<file path="config.mk">
export PLATFORM = sky130hd
export DESIGN_NAME = pixel_gamma_stage
export DESIGN_NICKNAME = d
export VERILOG_FILES = /design/src/rtl/display_pkg.sv /design/src/rtl/gamma_lut.sv /design/src/rtl/pixel_gamma_stage.sv
export SDC_FILE = /design/constraint.sdc
export NUM_CORES = 1
export LEC_CHECK = 0
export ABC_AREA = 1
export CAP_MARGIN = 20
export CORE_MARGIN = 2
export CORE_UTILIZATION = 55
export CTS_BUF_LIST = sky130_fd_sc_hd__clkbuf_4 sky130_fd_sc_hd__clkbuf_8 sky130_fd_sc_hd__clkbuf_16
export CTS_CLUSTER_DIAMETER = 100
export DETAILED_ROUTE_END_ITERATION = 10
export GPL_TIMING_DRIVEN = 0
export PLACE_DENSITY = 0.82
export SYNTH_ARGS = -nofsm -noshare
export SYNTH_HDL_FRONTEND = slang
export SYNTH_SLANG_ARGS = --single-unit
</file>
<file path="constraint.sdc">
create_clock -name clk -period 5.4 [get_ports clk]
set_input_delay 1.08 -clock clk [delete_from_list [all_inputs] [get_ports clk]]
set_output_delay 1.08 -clock clk [all_outputs]
set_load 0.01 [all_outputs]
</file>
<file path="src/rtl/display_pkg.sv">
// Shared display-path constants: channel geometry, brightness widths, fade state encoding.
// Also holds the gamma 2.2 curve generator used to build the ROM contents at elaboration.
package display_pkg;

   localparam int CHANNEL_BITS = 8;
   localparam int PIXEL_BITS   = 3 * CHANNEL_BITS;
   localparam int R_LSB        = 0;
   localparam int G_LSB        = CHANNEL_BITS;
   localparam int B_LSB        = 2 * CHANNEL_BITS;
   localparam int BRIGHT_BITS  = 8;
   localparam int STEP_BITS    = 4;

   localparam logic [0:0] FADE_IDLE = 1'b0;
   localparam logic [0:0] FADE_RAMP = 1'b1;

   // Truncates rather than rounds, so mid-scale 0x80 maps to 0x37.
   function automatic logic [7:0] gamma_entry(input int idx);
      real x;
      x = $pow(real'(idx) / 255.0, 2.2) * 255.0;
      return 8'($rtoi(x));
   endfunction

endpackage

</file>
<file path="src/rtl/gamma_lut.sv">
// Gamma 2.2 lookup: 256x8 combinational ROM, zero latency, no flow control.
// Contents are elaboration-time constants; only used when GAMMA_LUT_EN is defined.
module gamma_lut
   import display_pkg::*;
(
   input  logic [7:0] addr,
   output logic [7:0] data
);

   logic [7:0] rom [256];

   for (genvar i = 0; i < 256; i++) begin : g_rom
      localparam logic [7:0] ENTRY = gamma_entry(i);
      assign rom[i] = ENTRY;
   end

   assign data = rom[addr];

endmodule

</file>
<file path="src/rtl/pixel_gamma_stage.sv">
// Scan-out pixel conditioner: optional gamma (GAMMA_LUT_EN), then global brightness scale with frame-locked fade.
// Latency fixed at 2 cycles, one pixel per cycle, no stalls and no backpressure.
module pixel_gamma_stage
   import display_pkg::*;
#(
   parameter int CHANNEL_BITS = display_pkg::CHANNEL_BITS,
   parameter int BRIGHT_RESET = 255
) (
   input  logic                      clk,
   input  logic                      rst,
   input  logic                      in_valid,
   input  logic [3*CHANNEL_BITS-1:0] pixel_in,
   input  logic                      frame_complete,
   input  logic                      bright_wr,
   input  logic [BRIGHT_BITS-1:0]    bright_target,
   input  logic [STEP_BITS-1:0]      bright_step,
   output logic                      out_valid,
   output logic [3*CHANNEL_BITS-1:0] pixel_out,
   output logic [BRIGHT_BITS-1:0]    bright_cur,
   output logic                      fading
);

   localparam int PB = 3 * CHANNEL_BITS;
   localparam int PW = CHANNEL_BITS + 8;

   // ---------------- fade control ----------------
   logic [BRIGHT_BITS-1:0] tgt_q;
   logic [STEP_BITS-1:0]   step_q;
   logic [0:0]             state_q;
   logic [BRIGHT_BITS-1:0] cur_nxt;
   logic [BRIGHT_BITS-1:0] tgt_nxt;
   logic [BRIGHT_BITS:0]   up_sum;
   logic [BRIGHT_BITS:0]   dn_diff;

   // Ninth bit catches overflow above 255 and underflow below 0.
   assign up_sum  = {1'b0, bright_cur} + {{(BRIGHT_BITS+1-STEP_BITS){1'b0}}, step_q};
   assign dn_diff = {1'b0, bright_cur} - {{(BRIGHT_BITS+1-STEP_BITS){1'b0}}, step_q};
   assign tgt_nxt = bright_wr ? bright_target : tgt_q;

   always_comb begin
      cur_nxt = bright_cur;
      case (state_q)
         FADE_RAMP: begin
            if (frame_complete) begin
               if (step_q == '0) begin
                  cur_nxt = tgt_q;
               end else if (bright_cur < tgt_q) begin
                  cur_nxt = (up_sum >= {1'b0, tgt_q}) ? tgt_q : up_sum[BRIGHT_BITS-1:0];
               end else begin
                  cur_nxt = (dn_diff[BRIGHT_BITS] || (dn_diff[BRIGHT_BITS-1:0] <= tgt_q))
                          ? tgt_q : dn_diff[BRIGHT_BITS-1:0];
               end
            end
         end
         default: cur_nxt = bright_cur;
      endcase
   end

   // The step above uses the old target/step; a same-cycle write only affects later frames.
   always_ff @(posedge clk) begin
      if (rst) begin
         bright_cur <= BRIGHT_BITS'(BRIGHT_RESET);
         tgt_q      <= BRIGHT_BITS'(BRIGHT_RESET);
         step_q     <= '0;
         state_q    <= FADE_IDLE;
      end else begin
         bright_cur <= cur_nxt;
         tgt_q      <= tgt_nxt;
         if (bright_wr) begin
            step_q <= bright_step;
         end
         state_q    <= (cur_nxt != tgt_nxt) ? FADE_RAMP : FADE_IDLE;
      end
   end

   assign fading = (state_q == FADE_RAMP);

   // ---------------- stage 1: gamma or plain register ----------------
   logic          valid1;
   logic [PB-1:0] pix1;
   logic [PB-1:0] c1_nxt;

   for (genvar ch = 0; ch < 3; ch++) begin : g_stage1
`ifdef GAMMA_LUT_EN
      gamma_lut u_gamma (
         .addr (pixel_in[ch*CHANNEL_BITS +: CHANNEL_BITS]),
         .data (c1_nxt[ch*CHANNEL_BITS +: CHANNEL_BITS])
      );
`else
      assign c1_nxt[ch*CHANNEL_BITS +: CHANNEL_BITS] = pixel_in[ch*CHANNEL_BITS +: CHANNEL_BITS];
`endif
   end

   always_ff @(posedge clk) begin
      if (rst) begin
         valid1 <= 1'b0;
         pix1   <= '0;
      end else begin
         valid1 <= in_valid;
         if (in_valid) begin
            pix1 <= c1_nxt;
         end
      end
   end

   // ---------------- stage 2: brightness scale ----------------
   logic [BRIGHT_BITS:0] bright_mul;
   logic [PB-1:0]        scaled;

   assign bright_mul = {1'b0, bright_cur} + 1'b1;

   // Multiplying by (b+1) then dropping 8 bits makes 255 exact identity and 0 fully black.
   for (genvar ch = 0; ch < 3; ch++) begin : g_stage2
      logic [PW-1:0] prod;
      assign prod = PW'(pix1[ch*CHANNEL_BITS +: CHANNEL_BITS]) * PW'(bright_mul);
      assign scaled[ch*CHANNEL_BITS +: CHANNEL_BITS] = CHANNEL_BITS'(prod >> 8);
   end

   always_ff @(posedge clk) begin
      if (rst) begin
         out_valid <= 1'b0;
         pixel_out <= '0;
      end else begin
         out_valid <= valid1;
         if (valid1) begin
            pixel_out <= scaled;
         end
      end
   end

endmodule
</file>
After elaboration in Yosys (flattened, before gate mapping)

Index checks and enable logic that the tools add are counted.

Bits in registers: 71
Word-level logic and storage cells: 28
Bits of input ports: 41
Output and inout bits: 34

$mul: 3
Reductions and logical operators: 2
Eq/ne operators: 1
Magnitude comparators: 3
Add/sub/neg operators: 3
Multiplexer cells: 8

Operator list:

| operator                                     | number |
|---|---|
| 2-to-1 mux 8 bit                             | 7 |
| multiplier 8 x 9 -> 16 bit                   | 3 |
| adder 8 x 1 -> 9 bit (second input constant) | 1 |
| adder 8 x 4 -> 9 bit                         | 1 |
| >= comparator 9 x 8 -> 1 bit                 | 1 |
| subtractor 8 x 4 -> 9 bit                    | 1 |
| <= comparator 8 bit                          | 1 |
| less-than comparator 8 bit                   | 1 |
| inequality test 8 bit                        | 1 |
| zero test 4 bit                              | 1 |
| logical OR 1 bit                             | 1 |
| 2-to-1 mux 1 bit                             | 1 |

Depth between registers and ports, before layout

Depth in word-level cells: 10
Gate-level depth with buffers: 30
Mapped depth without buffers: 29

Least setup slack after synthesis

OpenSTA, ideal clock, no wires.

Path kind: register -> register
Start point: register bright_cur[1]
End point: register pixel_out[11]
Arrival: 5.246 ns
Data required time: 5.287 ns
Cell stages (with the launch flop): 23
Clock period less this slack: 5.359 ns
Setup time: 0.113 ns
Buffers on the path: 1
Setup slack: 0.041 ns
Cell sequence: dfxtp_1 ha_1 xor2_1 inv_1 clkbuf_1 nor2_1 fa_1 fa_1 fa_1 inv_1 fa_1 inv_1 ha_1 nand2_1 inv_1 a221oi_1 nand2_1 inv_2 o21bai_2 a21o_1 xor2_1 o21ai_1 inv_1

Word-level cells in the longest chain between the ends: 2

RTL lines:

| item                       | line                     | RTL |
|---|---|---|
| start, declared            | pixel_gamma_stage.sv:19  | `output logic [BRIGHT_BITS-1:0] bright_cur,` |
| start signal, assigned     | pixel_gamma_stage.sv:62  | `bright_cur <= BRIGHT_BITS'(BRIGHT_RESET);` |
| start signal, assigned     | pixel_gamma_stage.sv:67  | `bright_cur <= cur_nxt;` |
| adder 8 x 1 -> 9 bit       | pixel_gamma_stage.sv:110 | `assign bright_mul = {1'b0, bright_cur} + 1'b1;` |
| multiplier 8 x 9 -> 16 bit | pixel_gamma_stage.sv:115 | `assign prod = PW'(pix1[ch*CHANNEL_BITS +: CHANNEL_BITS]) * PW'(bright_mul);` |
| end signal, assigned       | pixel_gamma_stage.sv:126 | `pixel_out <= scaled;` |
| end, declared              | pixel_gamma_stage.sv:18  | `output logic [3*CHANNEL_BITS-1:0] pixel_out,` |

Every way passes these cells.
A chain may end at the register's enable or synchronous reset.

Worst setup path after layout

Start point: register bright_cur[0]
End point: register pixel_out[11]

The elaborated chain is that of the path after synthesis.

==> metrics.md <==
| Metric | Value |
|---|---|
| Outcome | `completed` |
| Via count | `9851` |
| Post-Route M1 WL | `11300 µm` |
| Clk_lat worst skew | `360 ps` |
| PortBufs | `72` |
| Layout Skew | `9.93 ps` |
| Clock buffer depth | `2` |
| Max H-tree Level | `3` |
| Yosys warns | `0` |
| Max Slew Vio Count | `0` |
| Cells on worst reg2reg path | `25` |
| Hold buffer count at CTS | `0` |
| CTS tree | `built` |
| Period utilization | `0.967` |
| Peak VDD IR | `0.237 mV` |
| Crit path DAT | `5480 ps` |
| Most frequent cells in the layout | `inv_1 (287), nand2_1 (250), nor2_1 (198)` |
| Drt wl/cell | `16.3 µm` |
| CTS root buf | `clkbuf_16` |
| Post-DP HPWL | `22300 µm` |
| Highest metal used | `met5` |
| Final setup violation count | `0` |
| Commonest non-fill, non-tap cell in the layout | `inv_1` |
| Switching fraction of total power | `0.486` |
| Syn-to-layout area delta | `16.9%` |
| Sink Count | `71` |
| Top post-synthesis cells by area | `fa_1 (24%), ha_1 (15%), dfxtp_1 (14%), inv_1 (11%), nand2_1 (9.3%)` |
| Mean Syn Cell Area | `7.24 µm²` |
| First-iteration detailed-routing DRC count | `690` |
| Final hold vios | `0` |
| Initial Utilization | `0.559` |
| Crit start category | `flop` |
| Layout cells sized above 1 | `0.0791` |
| P_int | `1.94 mW` |
| Io pins | `75` |
| Post-synth EDFFs | `0` |
| Combinational power share | `0.654` |
| Placement Setup Slack | `-1170 ps` |
| DP Cell Count | `1739` |
| Share of power burned in registers | `0.164` |
| Vias per std cell | `5.54` |
| Multi-input gate area | `0.00780 mm²` |
| Die area | `0.0200 mm²` |
| Unique masters post-synth | `47` |
| Vias in the first global route | `9584` |
| Clk pwr share | `0.182` |
| Cell accounting for the most synthesized area | `fa_1` |
| F_max | `191 MHz` |
| Overall die width | `141 µm` |
| Tot GR Track Use | `0.300` |
| Count of max-cap constraint violations | `0` |
| PwrDens | `311 mW/mm²` |
| GR Overflow Total | `0` |
| Met3 wire len | `2410 µm` |
| FILL cells | `1495` |
| Crit path kind | `flop to flop` |
| Syn nets | `1724` |
| Largest net degree at the start of global routing | `14` |
| Row cnt | `50` |
| Post-synth ARST share | `0` |
| Leak Pwr | `6.52 nW` |
| RR Endpoint | `pixel_out[11]` |
| Antenna-violating nets left | `0` |
| #FFs+latches synth | `71` |
| Least-Margin Pin Slew | `808 ps` |
| Global placement routability congestion | `0.944` |
| Worst r2r src | `bright_cur[0]` |
| DRT Wirelength | `29100 µm` |
| Yosys top cell area share | `0.235` |
| Hold Path Class | `flop to flop` |
| R2R Setup Slk | `180 ps` |
| Worst-path clk slew | `70 ps` |
| 1st-pass router iterations | `5` |
| CP Data Required Time | `5660 ps` |
| Synth Instances | `1433` |
| CP Capture Point | `pixel_out[11]` |
| Critical Path Sink Type | `flop` |
| Slew headroom | `0.461` |
| Register Area | `0.00144 mm²` |
| Non-Filler Instances | `1778` |
| Psw | `1.84 mW` |
| Drt drc | `0` |
| Cell Area, Synth | `0.0104 mm²` |
| Final min period | `5220 ps` |
| Final nets | `1829` |
| Num CTS Buffers | `9` |
| Crit-path max FO | `8` |
| Initial antenna violation count | `1` |
| Die span in y | `141 µm` |
| First-pass GRT wire length | `46700 µm` |
| Critical Path Source | `bright_cur[0]` |
| CORE AREA | `0.0186 mm²` |
| Final WS setup | `176 ps` |
| Post-synth top flop | `dfxtp_1` |
| Seq/Total Area, Yosys | `0.137` |
| WL met2 | `14000 µm` |
==> synthesized netlist by cell type, drive strengths merged, types with 10 or more instances <==
library cell	number
nor2	204
xnor2	10
dfxtp	71
nand4	14
inv	298
nand2	265
clkbuf	29
a21oi	67
ha	128
nand3	75
o21ai	76
xor2	23
fa	122
buf	10
==> state kept, by name, indices dropped and copies added, names as in the netlist <==
name and flops:
valid1 1, step_q 4, pix1 24, pixel_out 24, tgt_q 8, bright_cur 8, fading 1, out_valid 1
==> critical path, stage by stage, from the launching register on <==
cell and delay, ps:
dfxtp_4 390, ha_4 170, nand2_2 80, nor2_4 130
nand2_2 90, o21ai_2 200, nand2_2 140, buf_8 180
nor2_4 90, fa_1 440, fa_1 510, fa_1 550
inv_1 50, fa_1 530, inv_1 60, ha_4 250
nand2_1 90, inv_1 60, a221oi_2 230, nand2_1 130
inv_2 90, o21bai_4 80, a21o_1 220, xor2_1 150
o21ai_1 120, inv_1 50
==> worst min path at each step <==
| stage | slack (ps) | from | cells past startpoint | end |
|---|---|---|---|---|
| after global routing | 530 | pixel_out[17] | 2 | pixel_out[17] |
| after detailed placement | 470 | pixel_out[17] | 2 | pixel_out[17] |
| after global placement | 470 | pixel_out[17] | 2 | pixel_out[17] |
| after floorplan | 460 | step_q[3] | 2 | step_q[3] |
| final | 490 | pixel_out[17] | 2 | pixel_out[17] |
| after CTS | 490 | pixel_out[17] | 2 | pixel_out[17] |
==> power groups by stage <==
stage / clock network [mW] / logic (mW) / registers (mW)
after detailed placement: 0 / 2.25 / 0.632
final: 0.686 / 2.47 / 0.620
after CTS: 0.682 / 2.31 / 0.621
after floorplan: 0 / 1.63 / 0.634
after global placement: 0 / 2.18 / 0.632
after global routing: 0.707 / 2.79 / 0.625
==> repair_timing <==
item                                    CTS  global route
resized for setup                        34            48
endpoints found under the setup margin   24            20
buffers inserted                          5            18
pin swaps                                 2            10
==> final cells by class <==
type	count	share of cell area
inverters	299	0.0938
diodes	1	0.000206
clock buffers	9	0.0186
flip-flops and latches	71	0.119
clock inverters	7	0.00804
multi-input cells	1024	0.643
well taps	234	0.0241
repair buffers	95	0.0736
plain buffers	38	0.0200
==> cell families after synthesis <==
group,Yosys count,synth area share
xor+xnor,33,0.0279
simple gates,573,0.227
fa+ha+maj,250,0.390
compound gates,168,0.0914
flops,71,0.137
buf+inv,338,0.127
==> routing by layer <==
metal / track usage / up-vias
met5: 0 / -
met1: 0.363 / 4657
met4: 0.152 / 2
met3: 0.0648 / 109
li1: - / 4637
met2: 0.508 / 446
==> through the flow <==
step / TNS (ps) / cell area, µm² / hold WS, ps / utilization / power, mW
floorplan: 0 / 10400 / 465 / - / 2.27
global placement: -15350 / 11400 / 471 / 0.613 / 2.81
detailed placement: -18430 / 11400 / 467 / 0.613 / 2.88
CTS: -38.6 / 11900 / 487 / 0.638 / 3.62
global route: -33.0 / 12100 / 527 / 0.653 / 4.12
finish: 0 / 12100 / 490 / 0.653 / 3.78
(Power assumes the default switching activity.)
